===== src/rtl/mipi_rx_lane_deskew_pkg.sv =====
// ---------------------------------------------------------------------------
// mipi_rx_pkg : shared types and helpers for the CSI-2 RX lane deskew block
// Rev 1.0
// ---------------------------------------------------------------------------
`default_nettype none

package mipi_rx_pkg;

  typedef enum logic [1:0] {
    IDLE    = 2'd0,
    SKEW    = 2'd1,
    ALIGNED = 2'd2,
    DRAIN   = 2'd3
  } state_t;

  function automatic int clog2(input int value);
    int r;
    r = 0;
    for (int i = 0; i < 31; i++) begin
      if ((1 << i) < value) r = i + 1;
    end
    return (r < 1) ? 1 : r;
  endfunction

  localparam int MAX_SKEW_DEF = 7;
  localparam int SKEW_W       = clog2(MAX_SKEW_DEF + 1);

endpackage

`default_nettype wire


===== src/rtl/mipi_rx_lane_deskew_if.sv =====
// ---------------------------------------------------------------------------
// mipi_rx_lane_deskew_if : per-lane byte inputs and aligned-word outputs
// Rev 1.0
// ---------------------------------------------------------------------------
`default_nettype none

interface mipi_rx_lane_deskew_if
  import mipi_rx_pkg::*;
#(
  parameter int LANES    = 4,
  parameter int DATA_W   = 8,
  parameter int MAX_SKEW = 7
);

  localparam int SW = clog2(MAX_SKEW + 1);

  logic [LANES-1:0]        lane_en_i;
  logic [LANES-1:0]        bytes_valid_i;
  logic [LANES*DATA_W-1:0] byte_i;
  logic                    lane_valid_o;
  logic [LANES*DATA_W-1:0] lane_byte_o;
  logic [SW-1:0]           skew_o;
  logic                    skew_err_o;

  modport master (
    output lane_en_i, bytes_valid_i, byte_i,
    input  lane_valid_o, lane_byte_o, skew_o, skew_err_o
  );

  modport slave (
    input  lane_en_i, bytes_valid_i, byte_i,
    output lane_valid_o, lane_byte_o, skew_o, skew_err_o
  );

endinterface

`default_nettype wire


===== src/rtl/mipi_rx_skew_delay.sv =====
// ---------------------------------------------------------------------------
// mipi_rx_skew_delay : one-lane {valid,byte} delay line, tap 0 is the live input
// Rev 1.0
// ---------------------------------------------------------------------------
`default_nettype none

module mipi_rx_skew_delay #(
  parameter int DATA_W   = 8,
  parameter int MAX_SKEW = 7,
  parameter int TAP_W    = 3
) (
  input  wire logic              clk_i,
  input  wire logic              reset_i,
  input  wire logic              valid_i,
  input  wire logic [DATA_W-1:0] data_i,
  input  wire logic [TAP_W-1:0]  tap_i,
  output logic                   valid_o,
  output logic [DATA_W-1:0]      data_o
);

  logic [DATA_W:0] sr [MAX_SKEW];
  logic [DATA_W:0] sel;

  always_ff @(posedge clk_i) begin
    if (reset_i) begin
      for (int k = 0; k < MAX_SKEW; k++) sr[k] <= '0;
    end else begin
      sr[0] <= {valid_i, data_i};
      for (int k = 1; k < MAX_SKEW; k++) sr[k] <= sr[k-1];
    end
  end

  // sr[k-1] holds the input seen k clocks ago
  always_comb begin
    sel = {valid_i, data_i};
    for (int k = 1; k <= MAX_SKEW; k++) begin
      if (tap_i == TAP_W'(k)) sel = sr[k-1];
    end
  end

  assign valid_o = sel[DATA_W];
  assign data_o  = sel[DATA_W-1:0];

endmodule

`default_nettype wire


===== src/rtl/mipi_rx_lane_deskew.sv =====
// ---------------------------------------------------------------------------
// mipi_rx_lane_deskew : measures lane arrival skew, delays early lanes, emits aligned words
// Rev 1.0
// ---------------------------------------------------------------------------
`default_nettype none

module mipi_rx_lane_deskew
  import mipi_rx_pkg::*;
#(
  parameter int LANES    = 4,
  parameter int DATA_W   = 8,
  parameter int MAX_SKEW = 7
) (
  input  wire logic            clk_i,
  input  wire logic            reset_i,
  mipi_rx_lane_deskew_if.slave bus
);

  localparam int SW = clog2(MAX_SKEW + 1);

  state_t                  state, state_nx;
  logic [LANES-1:0]        en_q, arrived_q, en_cur, first_now, arrived_nx, dly_valid;
  logic [SW-1:0]           cnt, skew_q, eff_d;
  logic [SW-1:0]           d_q [LANES];
  logic [SW-1:0]           tap [LANES];
  logic [LANES*DATA_W-1:0] dly_data, word, byte_q;
  logic                    all_dly_valid, complete, drop, timeout, err, emit, valid_q, err_q;

  for (genvar n = 0; n < LANES; n++) begin : g_lane
    mipi_rx_skew_delay #(
      .DATA_W   (DATA_W),
      .MAX_SKEW (MAX_SKEW),
      .TAP_W    (SW)
    ) u_delay (
      .clk_i   (clk_i),
      .reset_i (reset_i),
      .valid_i (bus.bytes_valid_i[n]),
      .data_i  (bus.byte_i[n*DATA_W +: DATA_W]),
      .tap_i   (tap[n]),
      .valid_o (dly_valid[n]),
      .data_o  (dly_data[n*DATA_W +: DATA_W])
    );
  end

  always_comb begin
    en_cur     = (state == IDLE) ? bus.lane_en_i : en_q;
    first_now  = '0;
    if (state == IDLE || state == SKEW) first_now = en_cur & bus.bytes_valid_i & ~arrived_q;
    arrived_nx = arrived_q | first_now;
    complete   = (state == IDLE || state == SKEW) && (en_cur != '0) &&
                 ((arrived_nx & en_cur) == en_cur);
    drop       = (state == SKEW) && ((arrived_q & en_cur & ~bus.bytes_valid_i) != '0);
    timeout    = (state == SKEW) && (cnt == SW'(MAX_SKEW)) && !complete;
    err        = drop || timeout;
    // During the completing cycle the new skew is the live counter value
    eff_d      = (state == ALIGNED) ? skew_q : cnt;
    for (int n = 0; n < LANES; n++) begin
      tap[n] = eff_d - (first_now[n] ? cnt : d_q[n]);
    end
    all_dly_valid = ((dly_valid | ~en_cur) == '1);
    word = '0;
    for (int n = 0; n < LANES; n++) begin
      if (en_cur[n]) word[n*DATA_W +: DATA_W] = dly_data[n*DATA_W +: DATA_W];
    end
    emit = (complete && !err) || (state == ALIGNED && all_dly_valid);
  end

  always_comb begin
    state_nx = state;
    case (state)
      IDLE:    if (complete) state_nx = ALIGNED;
               else if (first_now != '0) state_nx = SKEW;
      SKEW:    if (err) state_nx = DRAIN;
               else if (complete) state_nx = ALIGNED;
      ALIGNED: if (!all_dly_valid) state_nx = DRAIN;
      DRAIN:   if (bus.bytes_valid_i == '0) state_nx = IDLE;
      default: state_nx = DRAIN;
    endcase
  end

  always_ff @(posedge clk_i) begin
    if (reset_i) state <= DRAIN;
    else         state <= state_nx;
  end

  always_ff @(posedge clk_i) begin
    if (reset_i) begin
      en_q      <= '0;
      arrived_q <= '0;
      cnt       <= '0;
      skew_q    <= '0;
      valid_q   <= 1'b0;
      byte_q    <= '0;
      err_q     <= 1'b0;
      for (int n = 0; n < LANES; n++) d_q[n] <= '0;
    end else begin
      if (state == IDLE) en_q <= bus.lane_en_i;
      arrived_q <= (state_nx == SKEW) ? arrived_nx : '0;
      cnt       <= (state_nx == SKEW) ? cnt + 1'b1 : '0;
      for (int n = 0; n < LANES; n++) begin
        if (first_now[n]) d_q[n] <= cnt;
      end
      if (complete && !err) skew_q <= cnt;
      valid_q <= emit;
      byte_q  <= emit ? word : '0;
      err_q   <= err;
    end
  end

  assign bus.lane_valid_o = valid_q;
  assign bus.lane_byte_o  = byte_q;
  assign bus.skew_o       = skew_q;
  assign bus.skew_err_o   = err_q;

endmodule

`default_nettype wire


===== src/flat_wrapper.sv =====
// flat-port wrapper written by rule: the top's interface ports become plain ports
module mipi_rx_lane_deskew_flat import mipi_rx_pkg::*;
#(
  parameter int LANES    = 4,
  parameter int DATA_W   = 8,
  parameter int MAX_SKEW = 7
)
  (clk_i, reset_i, bus_lane_en_i, bus_bytes_valid_i, bus_byte_i, bus_lane_valid_o, bus_lane_byte_o, bus_skew_o, bus_skew_err_o);
  mipi_rx_lane_deskew_if #(.LANES(LANES), .DATA_W(DATA_W), .MAX_SKEW(MAX_SKEW)) bus_i ();
  input  wire logic clk_i;
  input  wire logic reset_i;
  input wire logic [$bits(bus_i.lane_en_i)-1:0] bus_lane_en_i;
  input wire logic [$bits(bus_i.bytes_valid_i)-1:0] bus_bytes_valid_i;
  input wire logic [$bits(bus_i.byte_i)-1:0] bus_byte_i;
  output wire logic [$bits(bus_i.lane_valid_o)-1:0] bus_lane_valid_o;
  output wire logic [$bits(bus_i.lane_byte_o)-1:0] bus_lane_byte_o;
  output wire logic [$bits(bus_i.skew_o)-1:0] bus_skew_o;
  output wire logic [$bits(bus_i.skew_err_o)-1:0] bus_skew_err_o;
  assign bus_i.lane_en_i = bus_lane_en_i;
  assign bus_i.bytes_valid_i = bus_bytes_valid_i;
  assign bus_i.byte_i = bus_byte_i;
  assign bus_lane_valid_o = bus_i.lane_valid_o;
  assign bus_lane_byte_o = bus_i.lane_byte_o;
  assign bus_skew_o = bus_i.skew_o;
  assign bus_skew_err_o = bus_i.skew_err_o;
  mipi_rx_lane_deskew #(.LANES(LANES), .DATA_W(DATA_W), .MAX_SKEW(MAX_SKEW)) u_core (.clk_i(clk_i), .reset_i(reset_i), .bus(bus_i));
endmodule

===== config.mk =====
export PLATFORM = sky130hd
export DESIGN_NAME = mipi_rx_lane_deskew_flat
export DESIGN_NICKNAME = d
export VERILOG_FILES = /design/src/rtl/mipi_rx_lane_deskew_pkg.sv /design/src/rtl/mipi_rx_lane_deskew_if.sv /design/src/rtl/mipi_rx_skew_delay.sv /design/src/rtl/mipi_rx_lane_deskew.sv /design/src/flat_wrapper.sv
export SDC_FILE = /design/constraint.sdc
export NUM_CORES = 1
export LEC_CHECK = 0
export CAP_MARGIN = 0
export CELL_PAD_IN_SITES_DETAIL_PLACEMENT = 0
export CELL_PAD_IN_SITES_GLOBAL_PLACEMENT = 1
export CORE_UTILIZATION = 40
export DETAILED_ROUTE_END_ITERATION = 6
export PLACE_DENSITY = 0.76
export SYNTH_ARGS = -nofsm -noshare
export SYNTH_HDL_FRONTEND = slang
export SYNTH_SLANG_ARGS = --single-unit

===== constraint.sdc =====
create_clock -name clk_i -period 7.7 [get_ports clk_i]
set_input_delay 1.54 -clock clk_i [delete_from_list [all_inputs] [get_ports clk_i]]
set_output_delay 1.54 -clock clk_i [all_outputs]
set_load 0.02 [all_outputs]

==> results of run 1 <==
[cell type report]
type | count | area, sq um
Fill cell | 2796 | 15900
Sequential cell | 314 | 6410
Multi-Input combinational cell | 734 | 5590
Clock buffer | 52 | 1010
Timing Repair Buffer | 92 | 890
Tap cell | 396 | 495
Clock inverter | 10 | 170
Inverter | 27 | 101
[cell families (layout without fill, tap and decap cells)]
logic type / count (synthesis) / after routing / share of synthesized area (%)
multiplexers: 89 / 89 / 11.4
AO/OA/AOI/OAI: 167 / 167 / 9.55
adder cells (fa/ha/maj): 10 / 10 / 1.25
XOR/XNOR: 4 / 4 / 0.403
AND/OR/NAND/NOR: 464 / 464 / 22.4
flip-flops: 314 / 314 / 51.6
buffers and inverters: 105 / 181 / 3.45
[worst max-delay path: stages]
cell and delay (ns):
clkdlybuf4s50_1 0.66, nor3b_1 0.32, nand2_1 0.25, mux2_2 0.29, ha_1 0.13, inv_1 0.05
fa_1 0.41, nor2b_1 0.15, o21ai_0 0.34, and4bb_1 0.33, nor2_1 0.07, buf_4 0.19
a2111oi_0 0.43, a31oi_2 0.12, a41oi_4 0.85, buf_4 0.30, nor4_1 0.06
[flip-flops by register name (all words and copies together), names as in the netlist]
register                  flops
u_core.bus.skew_err_o         1
u_core.bus.lane_valid_o       1
u_core.state                  2
u_core.bus.skew_o             3
u_core.cnt                    3
u_core.arrived_q              4
u_core.d_q                   12
u_core.bus.lane_byte_o       32
u_core.g_lane.u_delay.sr    252
u_core.en_q                   4
[worst min path at each step]
stage / endpoint / slack (ns) / cells after the start / startpoint
floorplan: u_core.g_lane[3].u_delay.sr[3][0] / 0.42 / 2 / u_core.g_lane[3].u_delay.sr[2][0]
CTS: u_core.g_lane[3].u_delay.sr[3][7] / 0.44 / 2 / u_core.g_lane[3].u_delay.sr[2][7]
detailed placement: u_core.g_lane[3].u_delay.sr[3][2] / 0.42 / 2 / u_core.g_lane[3].u_delay.sr[2][2]
global placement: u_core.g_lane[3].u_delay.sr[3][2] / 0.43 / 2 / u_core.g_lane[3].u_delay.sr[2][2]
global route: u_core.g_lane[3].u_delay.sr[3][3] / 0.45 / 2 / u_core.g_lane[3].u_delay.sr[2][3]
finish: u_core.g_lane[3].u_delay.sr[3][7] / 0.44 / 2 / u_core.g_lane[3].u_delay.sr[2][7]
[report_power, final]
| group | switching, mW | internal [mW] |
|---|---|---|
| clock | 0.650 | 1.05 |
| sequential | 0.0184 | 1.67 |
| combinational | 0.162 | 0.129 |
| total | 0.830 | 2.84 |
[metal layers]
| layer | GRT usage, % | up-vias | share of wire [%] |
|---|---|---|---|
| met1 | 23.4 | 3949 | 49 |
| met2 | 26.4 | 139 | 45 |
| met3 | 3.18 | 29 | 4.6 |
| met4 | 5.08 | 0 | 1.5 |
| li1 | - | 4127 | - |
| met5 | 0 | - | 0 |
[cells in the final DEF, fill, tap and decap left out, types with 4 or more instances in the layout]
| cell type | synthesis | final |
|---|---|---|
| a211oi_1 | 8 | 8 |
| a21o_1 | 10 | 10 |
| a21oi_1 | 31 | 31 |
| a221oi_1 | 8 | 8 |
| a22oi_1 | 6 | 6 |
| a311oi_1 | 5 | 5 |
| a31oi_1 | 13 | 13 |
| and2_1 | 6 | 6 |
| and3_1 | 10 | 10 |
| buf_4 | 0 | 14 |
| bufinv_16 | 0 | 4 |
| clkbuf_1 | 61 | 10 |
| clkbuf_16 | 0 | 35 |
| clkbuf_8 | 0 | 8 |
| clkdlybuf4s50_1 | 0 | 77 |
| dfxtp_1 | 302 | 302 |
| edfxtp_1 | 12 | 12 |
| ha_1 | 6 | 6 |
| inv_1 | 26 | 26 |
| mux2_2 | 9 | 9 |
| mux2i_1 | 39 | 39 |
| mux4_2 | 38 | 38 |
| nand2_1 | 27 | 27 |
| nand2b_1 | 14 | 14 |
| nand3_1 | 8 | 8 |
| nor2_1 | 59 | 59 |
| nor2b_1 | 265 | 265 |
| nor3_1 | 33 | 33 |
| nor3_2 | 4 | 4 |
| nor4_1 | 5 | 5 |
| nor4_2 | 4 | 4 |
| o21ai_0 | 32 | 32 |
| o22ai_1 | 18 | 18 |
| o32a_1 | 8 | 8 |
| or3b_2 | 4 | 4 |
==> reports/metrics.cfg, run 1 <==
[drt]
via_per_inst = 5.07
drc = 0
drt_iter0_drc = 460
wl_per_cell_um = 16.3
vias = 8244
wl_um = 26400
first_pass_iters = 5
antenna_left = 0

[setup_path]
criticalPathCategory = input pin to flip-flop
r2r_start = u_core.state[0]
r2r_slack_ns = 2.20
critical_path.startpoint_type = input pin
r2r_end = u_core.bus.lane_byte_o[18]
worst-r2r-cell-count = 15
crit_path_end = u_core.bus.lane_byte_o[18]
critPathLaunch = bus_bytes_valid_i[1]
crit_arrival_ns = 6.49
cp_data_required_time_ns = 8.04
end_kind = flip-flop
crit_fanout = 18

[timing]
skew_ns = 0.0194
period_minus_slack_ns = 6.15
setup_ws_ns = 1.55
hold_violations = 0
timing.fmax_mhz = 163
finalCritPeriodShare_pct = 79.9
hold_slack_ns = 0.440
worst_pin_slew_ns = 1.11
drv_slew = 0
tns_ns = 0
finalSetupViolCount = 0
max-slew-margin-rel_pct = 25.7
grt_setup_unrepaired = no

[finish]
nets = 1255
post-route-util_pct = 47.9
synthToLayoutAreaGrowth_pct = 18.0
final_cells = 1625
drive_above_1_share_pct = 12.0
finalInstanceArea_sq_um = 14700
antenna_cells = 0

[floorplanning]
die_x_um = 178
pin_count = 79
core_area_sq_um = 30600
fp.dieArea_sq_um = 31800
die-height_um = 178
initial_core_util_pct = 40.6
rows = 64

[synth]
syn-num-nets = 1205
ys_seq_elements = 314
synth-edff-count = 12
yosysWarningCount = 0
synthFlopType = dfxtp_1
synth_top_area_share_pct = 48.7
syn_inst = 1153
avgSynthCellArea_sq_um = 10.8
synth_cell_type_count = 78
synth_area_leaders = dfxtp_1 49%, nor2b_1 13%, mux4_2 6.9%
ys_seq_area_share_pct = 51.6
netlist_area_sq_um = 12400
yosys.cell_count.top_type = dfxtp_1
async_flop_share_pct = 0
synth_top_cell_by_area = dfxtp_1
synth_common_cells = 302 x dfxtp_1, 265 x nor2b_1, 61 x clkbuf_1

[cts]
htree_levels = 2
insertion_delay_ns = 0.52
cts_buffer_depth = 3
cts_root_buf = clkbuf_16
cts_tree = built
postCtsHoldBufs = 0
path_clk_slew_ns = 0.06
cts_num_sinks = 314
ctsResizeCount = 0
cts_setup_buffers = 0
cts_buffers = 34

[global_routing]
grt_max_degree = 146
grt_usage_pct = 16.8
grt_pass1_wl_um = 42500
first_global_vias = 8095
overflow = 0
grt_antenna_before_repair = 0

[worst_hold_path]
hold_path.class = flip-flop to flip-flop

[power_and_ir_drop]
p_per_area_nw_per_um2 = 250
leakage_nw = 5.49
vdd_drop_max_mv = 0.155
total_power_mw = 3.67

[placement]
post-place-cells = 1563
port_buffers = 78
dpl-instance-area_sq_um = 13500
place_ws_ns = 1.02
gp_congestion = 0.793
hpwlAfterDp_um = 16600

[status]
status = finished, final reports clean

[flow_run]
maxCapViolations = 0

(Power assumes the default switching activity.)
==> run 2, diff against run 1 <==
clock period = 5.9 ns   (was 7.7 ns; I/O delays follow)
==> run 2 against run 1 <==
- sequential power increased by 30%
- first-iteration DRC count increased by 12%
- largest cell class unchanged
- utilization increased by 0.19 points
- sequential cell count unchanged
- combinational power increased by 33%
- sequential share of layout area decreased by 0.17 points
==> reports/metrics.cfg, run 2 (synthesis results as in run 1) <==
[placement]
gp_congestion = 0.787  ; -0.74%
dpl-instance-area_sq_um = 13600  ; +0.63%
port_buffers = 78  ; unchanged
hpwlAfterDp_um = 16700  ; +0.37%

[floorplanning]
initial_core_util_pct = 40.6  ; unchanged
pin_count = 79  ; unchanged
rows = 64  ; unchanged
die_x_um = 178  ; unchanged
fp.dieArea_sq_um = 31800  ; unchanged
core_area_sq_um = 30600  ; unchanged
die-height_um = 178  ; unchanged

[flow_run]
maxCapViolations = 0  ; unchanged

[drt]
via_per_inst = 5.08  ; +0.14%
drt_iter0_drc = 517  ; +12%
wl_per_cell_um = 16.2  ; about the same
drc = 0  ; unchanged
first_pass_iters = 5  ; unchanged
wl_um = 26500  ; +0.51%
antenna_left = 0  ; unchanged
vias = 8301  ; +0.69%

[global_routing]
grt_antenna_before_repair = 0  ; unchanged
overflow = 0  ; unchanged
grt_usage_pct = 17.1  ; +0.28 points
grt_max_degree = 145  ; -0.68%
first_global_vias = 8256  ; +2.0%
grt_pass1_wl_um = 43400  ; +2.0%

[setup_path]
end_kind = flip-flop
critical_path.startpoint_type = input pin
cp_data_required_time_ns = 6.35  ; -1.69 ns
crit_fanout = 16  ; -2
r2r_slack_ns = 1.04  ; -1.16 ns
criticalPathCategory = input pin to flip-flop
crit_arrival_ns = 5.39  ; -1.10 ns

[finish]
synthToLayoutAreaGrowth_pct = 18.5
fill_cells = 2850  ; +1.9%
finalInstanceArea_sq_um = 14700  ; +0.40%
top_register = u_core.g_lane.u_delay.sr
drive_above_1_share_pct = 12.7  ; +0.64 points
nets = 1264  ; +0.72%
largest_reg_flops = 252  ; unchanged
multi_input_area_sq_um = 5590  ; unchanged
antenna_cells = 0  ; unchanged
post-route-util_pct = 48.1  ; +0.19 points
final_common_cell = dfxtp_1
most-common-layout-cells = 302 x dfxtp_1, 265 x nor2b_1, 77 x clkdlybuf4s50_1, 59 x nor2_1, 39 x mux2i_1
seq_area_sq_um = 6410  ; unchanged

[power_and_ir_drop]
intPower_mw = 3.64  ; +28%
p_sw_mw = 1.10  ; +32%
leakage_nw = 5.53  ; +0.66%
p_comb_share_pct = 8.2  ; +0.3 points
p_seq_share_pct = 46.5  ; +0.6 points
p_clk_share_pct = 45.4  ; -0.8 points
vdd_drop_max_mv = 0.161  ; +4.0%
p_sw_share_pct = 23.2  ; +0.54 points
total_power_mw = 4.74  ; +29%
p_per_area_nw_per_um2 = 322  ; +28%

[timing]
period_minus_slack_ns = 4.94
worst_pin_slew_ns = 1.04  ; -0.0700 ns
max-slew-margin-rel_pct = 30.4  ; +4.6 points
finalCritPeriodShare_pct = 83.8
finalSetupViolCount = 0  ; unchanged
hold_violations = 0  ; unchanged
grt_setup_unrepaired = no
skew_ns = 0.0184  ; -0.00103 ns
drv_slew = 0  ; unchanged
tns_ns = 0  ; unchanged
timing.fmax_mhz = 202

[cts]
cts_num_sinks = 314  ; unchanged
cts_buffer_depth = 3  ; unchanged
ctsResizeCount = 0  ; unchanged
path_clk_slew_ns = 0.06  ; about the same
insertion_delay_ns = 0.52  ; about the same
cts_tree = built
cts_buffers = 35  ; +2.9%
htree_levels = 2  ; unchanged
cts_root_buf = clkbuf_16
postCtsHoldBufs = 0  ; unchanged
cts_setup_buffers = 0  ; unchanged

[status]
status = finished, final reports clean

[worst_hold_path]
hold_path.class = flip-flop to flip-flop

## run 2: final timing paths
| check | depth (start not counted) | startpoint | end |
|---|---|---|---|
| worst max-delay path | 15 | bus_bytes_valid_i[3] | u_core.bus.lane_byte_o[27] |
| worst min-delay path | 2 | u_core.g_lane[3].u_delay.sr[2][4] | u_core.g_lane[3].u_delay.sr[3][4] |
| worst max register to register | 14 | u_core.state[0] | u_core.bus.lane_byte_o[16] |
| worst min register to register | 2 | u_core.g_lane[3].u_delay.sr[2][4] | u_core.g_lane[3].u_delay.sr[3][4] |
## run 2: metal layers
layer | GRT usage, % | wire length [um]
met1 | 23.5 | 13000
met2 | 26.9 | 11900
met3 | 3.45 | 1200
met4 | 5.51 | 477
met5 | 0 | 0
## run 2: critical path, stage by stage
cell	delay, ns
clkdlybuf4s50_1	0.61
nor3b_1	0.33
nand2_1	0.26
mux2_2	0.29
ha_1	0.13
inv_1	0.05
fa_2	0.35
nand2b_1	0.15
a21oi_1	0.28
a211o_1	0.24
and2_0	0.84
o32a_1	0.31
o22ai_1	0.08
a21o_1	0.22
nor2_1	0.08
## run 2: through the flow
stage / hold WS [ns] / setup slack, ns / cells
2_1_floorplan: 0.416 / 1.42 / 1153
3_3_place_gp: 0.432 / 0.648 / 1571
3_5_place_dp: 0.428 / 0.495 / 1571
4_1_cts: 0.442 / 1.02 / 1634
5_1_grt: 0.458 / 0.558 / 1634
6_report: 0.443 / 0.956 / 1634
## run 2: final cells by class
cell class	count	area share, %
tap	396	3.36
clock buffer	53	7.17
inverter	27	0.688
clock inverter	10	0.663
timing repair buffer	100	6.62
sequential	314	43.5
multi-input combinational	734	38.0
## run 2: power groups by stage
| stage | Combinational, mW | Clock, mW | Sequential [mW] |
|---|---|---|---|
| 2_1_floorplan | 0.283 | 0 | 2.24 |
| 3_3_place_gp | 0.385 | 0 | 2.25 |
| 3_5_place_dp | 0.390 | 0 | 2.25 |
| 4_1_cts | 0.392 | 2.21 | 2.20 |
| 5_1_grt | 0.425 | 2.30 | 2.20 |
| 6_report | 0.386 | 2.15 | 2.20 |
==> run 3, diff against run 2 <==
clock period = 4.85 ns   (was 5.9 ns; I/O delays follow)
==> run 3 against run 2 <==
- worst hold slack lost 0.0036 ns
- sequential cell count did not move
- total power rose by 24%
- first-iteration DRC count fell by 12%
- utilization increased by 0.65 points
- combinational power up 25%
- sequential share of layout area is 0.58 points lower
- design area rose by 1.4%
- register-to-register slack got worse by 0.27 ns
- cell count is 1.2% higher
- critical path depth increased by 1
==> reports/metrics.cfg, run 3 (synthesis results as in run 1) <==
[cts]
htree_levels = 2  ; unchanged
insertion_delay_ns = 0.52  ; about the same
cts_setup_buffers = 0  ; unchanged
cts_num_sinks = 314  ; unchanged
cts_buffer_depth = 3  ; unchanged
path_clk_slew_ns = 0.06  ; about the same
cts_tree = built
ctsResizeCount = 0  ; unchanged
postCtsHoldBufs = 0  ; unchanged
cts_buffers = 35  ; unchanged
cts_root_buf = clkbuf_16

[setup_path]
crit_fanout = 16  ; unchanged
slowest_delay_ns = 0.52  ; -0.32 ns
critical_path.startpoint_type = input pin
criticalPathCategory = input pin to flip-flop
r2r_end = u_core.bus.lane_byte_o[18]
end_kind = flip-flop
crit_chain = clkdlybuf4s50_1 > nor3b_1 > nand2_1 > mux2_2 > ha_1 > inv_1 > fa_1 > nor2b_1 > o21ai_0 > a2bb2oi_1 > nor2_1 > mux2_2 > a31oi_2 > a41oi_4 > buf_12 > nor4_1
worst-r2r-cell-count = 14  ; unchanged
cp_data_required_time_ns = 5.26  ; -1.09 ns
r2r_slack_ns = 0.77  ; -0.27 ns
r2r_start = u_core.state[0]
crit_path_frequent_cell = mux2_2
critPathLaunch = bus_bytes_valid_i[1]
slowest_stage = clkdlybuf4s50_1
cp_top_family = simple AND/OR/NAND/NOR gates
path_buf_inv = 3  ; +1
crit_arrival_ns = 4.81  ; -0.58 ns

[timing]
drv_slew = 0  ; unchanged
worst_pin_slew_ns = 0.959  ; -0.0847 ns
skew_ns = 0.0220  ; +0.00365 ns
setup_ws_ns = 0.447  ; -0.509 ns
tns_ns = 0  ; unchanged
finalCritPeriodShare_pct = 90.8
period_minus_slack_ns = 4.40
timing.fmax_mhz = 227
hold_violations = 0  ; unchanged
finalSetupViolCount = 0  ; unchanged
grt_setup_unrepaired = no
max-slew-margin-rel_pct = 36.0  ; +5.7 points

[finish]
top_register = u_core.g_lane.u_delay.sr
final_common_cell = dfxtp_1
largest_reg_flops = 252  ; unchanged
most-common-layout-cells = 302 x dfxtp_1, 265 x nor2b_1, 77 x clkdlybuf4s50_1, 59 x nor2_1, 39 x mux2i_1
nets = 1283  ; +1.5%
fill_cells = 2844  ; -0.21%
final_cells = 1653  ; +1.2%
synthToLayoutAreaGrowth_pct = 20.1
antenna_cells = 0  ; unchanged
drive_above_1_share_pct = 14.5  ; +1.8 points

[global_routing]
overflow = 0  ; unchanged
globalRouteMet3Util_pct = 3.28  ; -0.17 points
grt_usage_pct = 17.0  ; -0.13 points
grt_antenna_before_repair = 0  ; unchanged
first_global_vias = 8245  ; -0.13%
grt_use_met1_pct = 23.9  ; +0.43 points
busiest_layer = met2
grt_util_met2_pct = 26.4  ; -0.49 points
grt_pass1_wl_um = 43000  ; -0.81%
grt_max_degree = 148  ; +2.1%

[floorplanning]
initial_core_util_pct = 40.6  ; unchanged
rows = 64  ; unchanged
die_x_um = 178  ; unchanged
fp.dieArea_sq_um = 31800  ; unchanged
core_area_sq_um = 30600  ; unchanged
die-height_um = 178  ; unchanged
pin_count = 79  ; unchanged

[flow_run]
maxCapViolations = 0  ; unchanged

[placement]
port_buffers = 78  ; unchanged
place_ws_ns = -0.0451  ; -0.540 ns
hpwlAfterDp_um = 16900  ; +1.5%
gp_congestion = 0.794  ; +0.86%
post-place-cells = 1590  ; +1.2%

[drt]
via_per_inst = 5.10  ; +0.34%
wl_um = 26400  ; -0.70%
drc = 0  ; unchanged
antenna_left = 0  ; unchanged
drt_iter0_drc = 454  ; -12%
wl_per_cell_um = 15.9  ; -1.8%
vias = 8426  ; +1.5%
first_pass_iters = 7  ; +2

[worst_hold_path]
hold_end = u_core.g_lane[3].u_delay.sr[3][2]
worstHoldStart = u_core.g_lane[3].u_delay.sr[2][2]
holdPathStages = 2  ; unchanged
hold_path.class = flip-flop to flip-flop

[power_and_ir_drop]
p_per_area_nw_per_um2 = 392  ; +22%
vdd_drop_max_mv = 0.223  ; +38%
leakage_nw = 5.65  ; +2.2%

[status]
status = finished, final reports clean

[run 3: power breakdown]
part           internal [mW]  switching [mW]  leakage, nW
logic                  0.220           0.263         2.48
registers               2.65          0.0242         2.58
clock network           1.63            1.07        0.592
[run 3: area by class of cell]
type                    count  area (sq um)  area share, %
inverters                  27           101          0.679
well taps                 396           495           3.32
flip-flops and latches    314          6410           42.9
repair buffers            119          1130           7.57
clock inverters            15           149          0.998
multi-input cells         734          5590           37.5
clock buffers              48          1050           7.03
[run 3: worst max-delay path by stage]
stage | to | slack [ns] | cells past startpoint
floorplan | u_core.bus.lane_byte_o[19] | 0.58 | 15
global placement | u_core.bus.lane_byte_o[18] | 0.1 | 17
detailed placement | u_core.bus.lane_byte_o[18] | -0.05 | 16
CTS | u_core.bus.lane_byte_o[18] | 0.45 | 16
global route | u_core.bus.lane_byte_o[18] | 0.22 | 16
finish | u_core.bus.lane_byte_o[18] | 0.45 | 16
[run 3: through the flow]
stage	util [%]	total power, mW	hold WS [ns]	instance area (sq um)
after detailed placement	44.9	3.21	0.431	13700
after CTS	48.8	5.92	0.442	14900
after floorplan	-	3.06	0.416	12400
after global routing	48.8	6.08	0.460	14900
final	48.8	5.85	0.439	14900
after global placement	44.9	3.21	0.428	13700
[run 3: layer usage]
layer | wire [um] | vias up
li1 | - | 4168
met1 | 12900 | 4069
met2 | 11900 | 151
met3 | 1130 | 38
met4 | 432 | 0
met5 | 0 | -
[run 3: worst register-to-register path: stages (launching register included)]
cell and delay (ns):
dfxtp_1 0.34, nand2b_1 0.30, mux2i_1 0.55, ha_1 0.24, inv_1 0.05, fa_1 0.41, nor2b_1 0.15, o21ai_0 0.32
a2bb2oi_1 0.14, nor2_1 0.20, mux2_2 0.37, a31oi_2 0.27, a41oi_4 0.18, buf_12 0.20, nor4_1 0.27
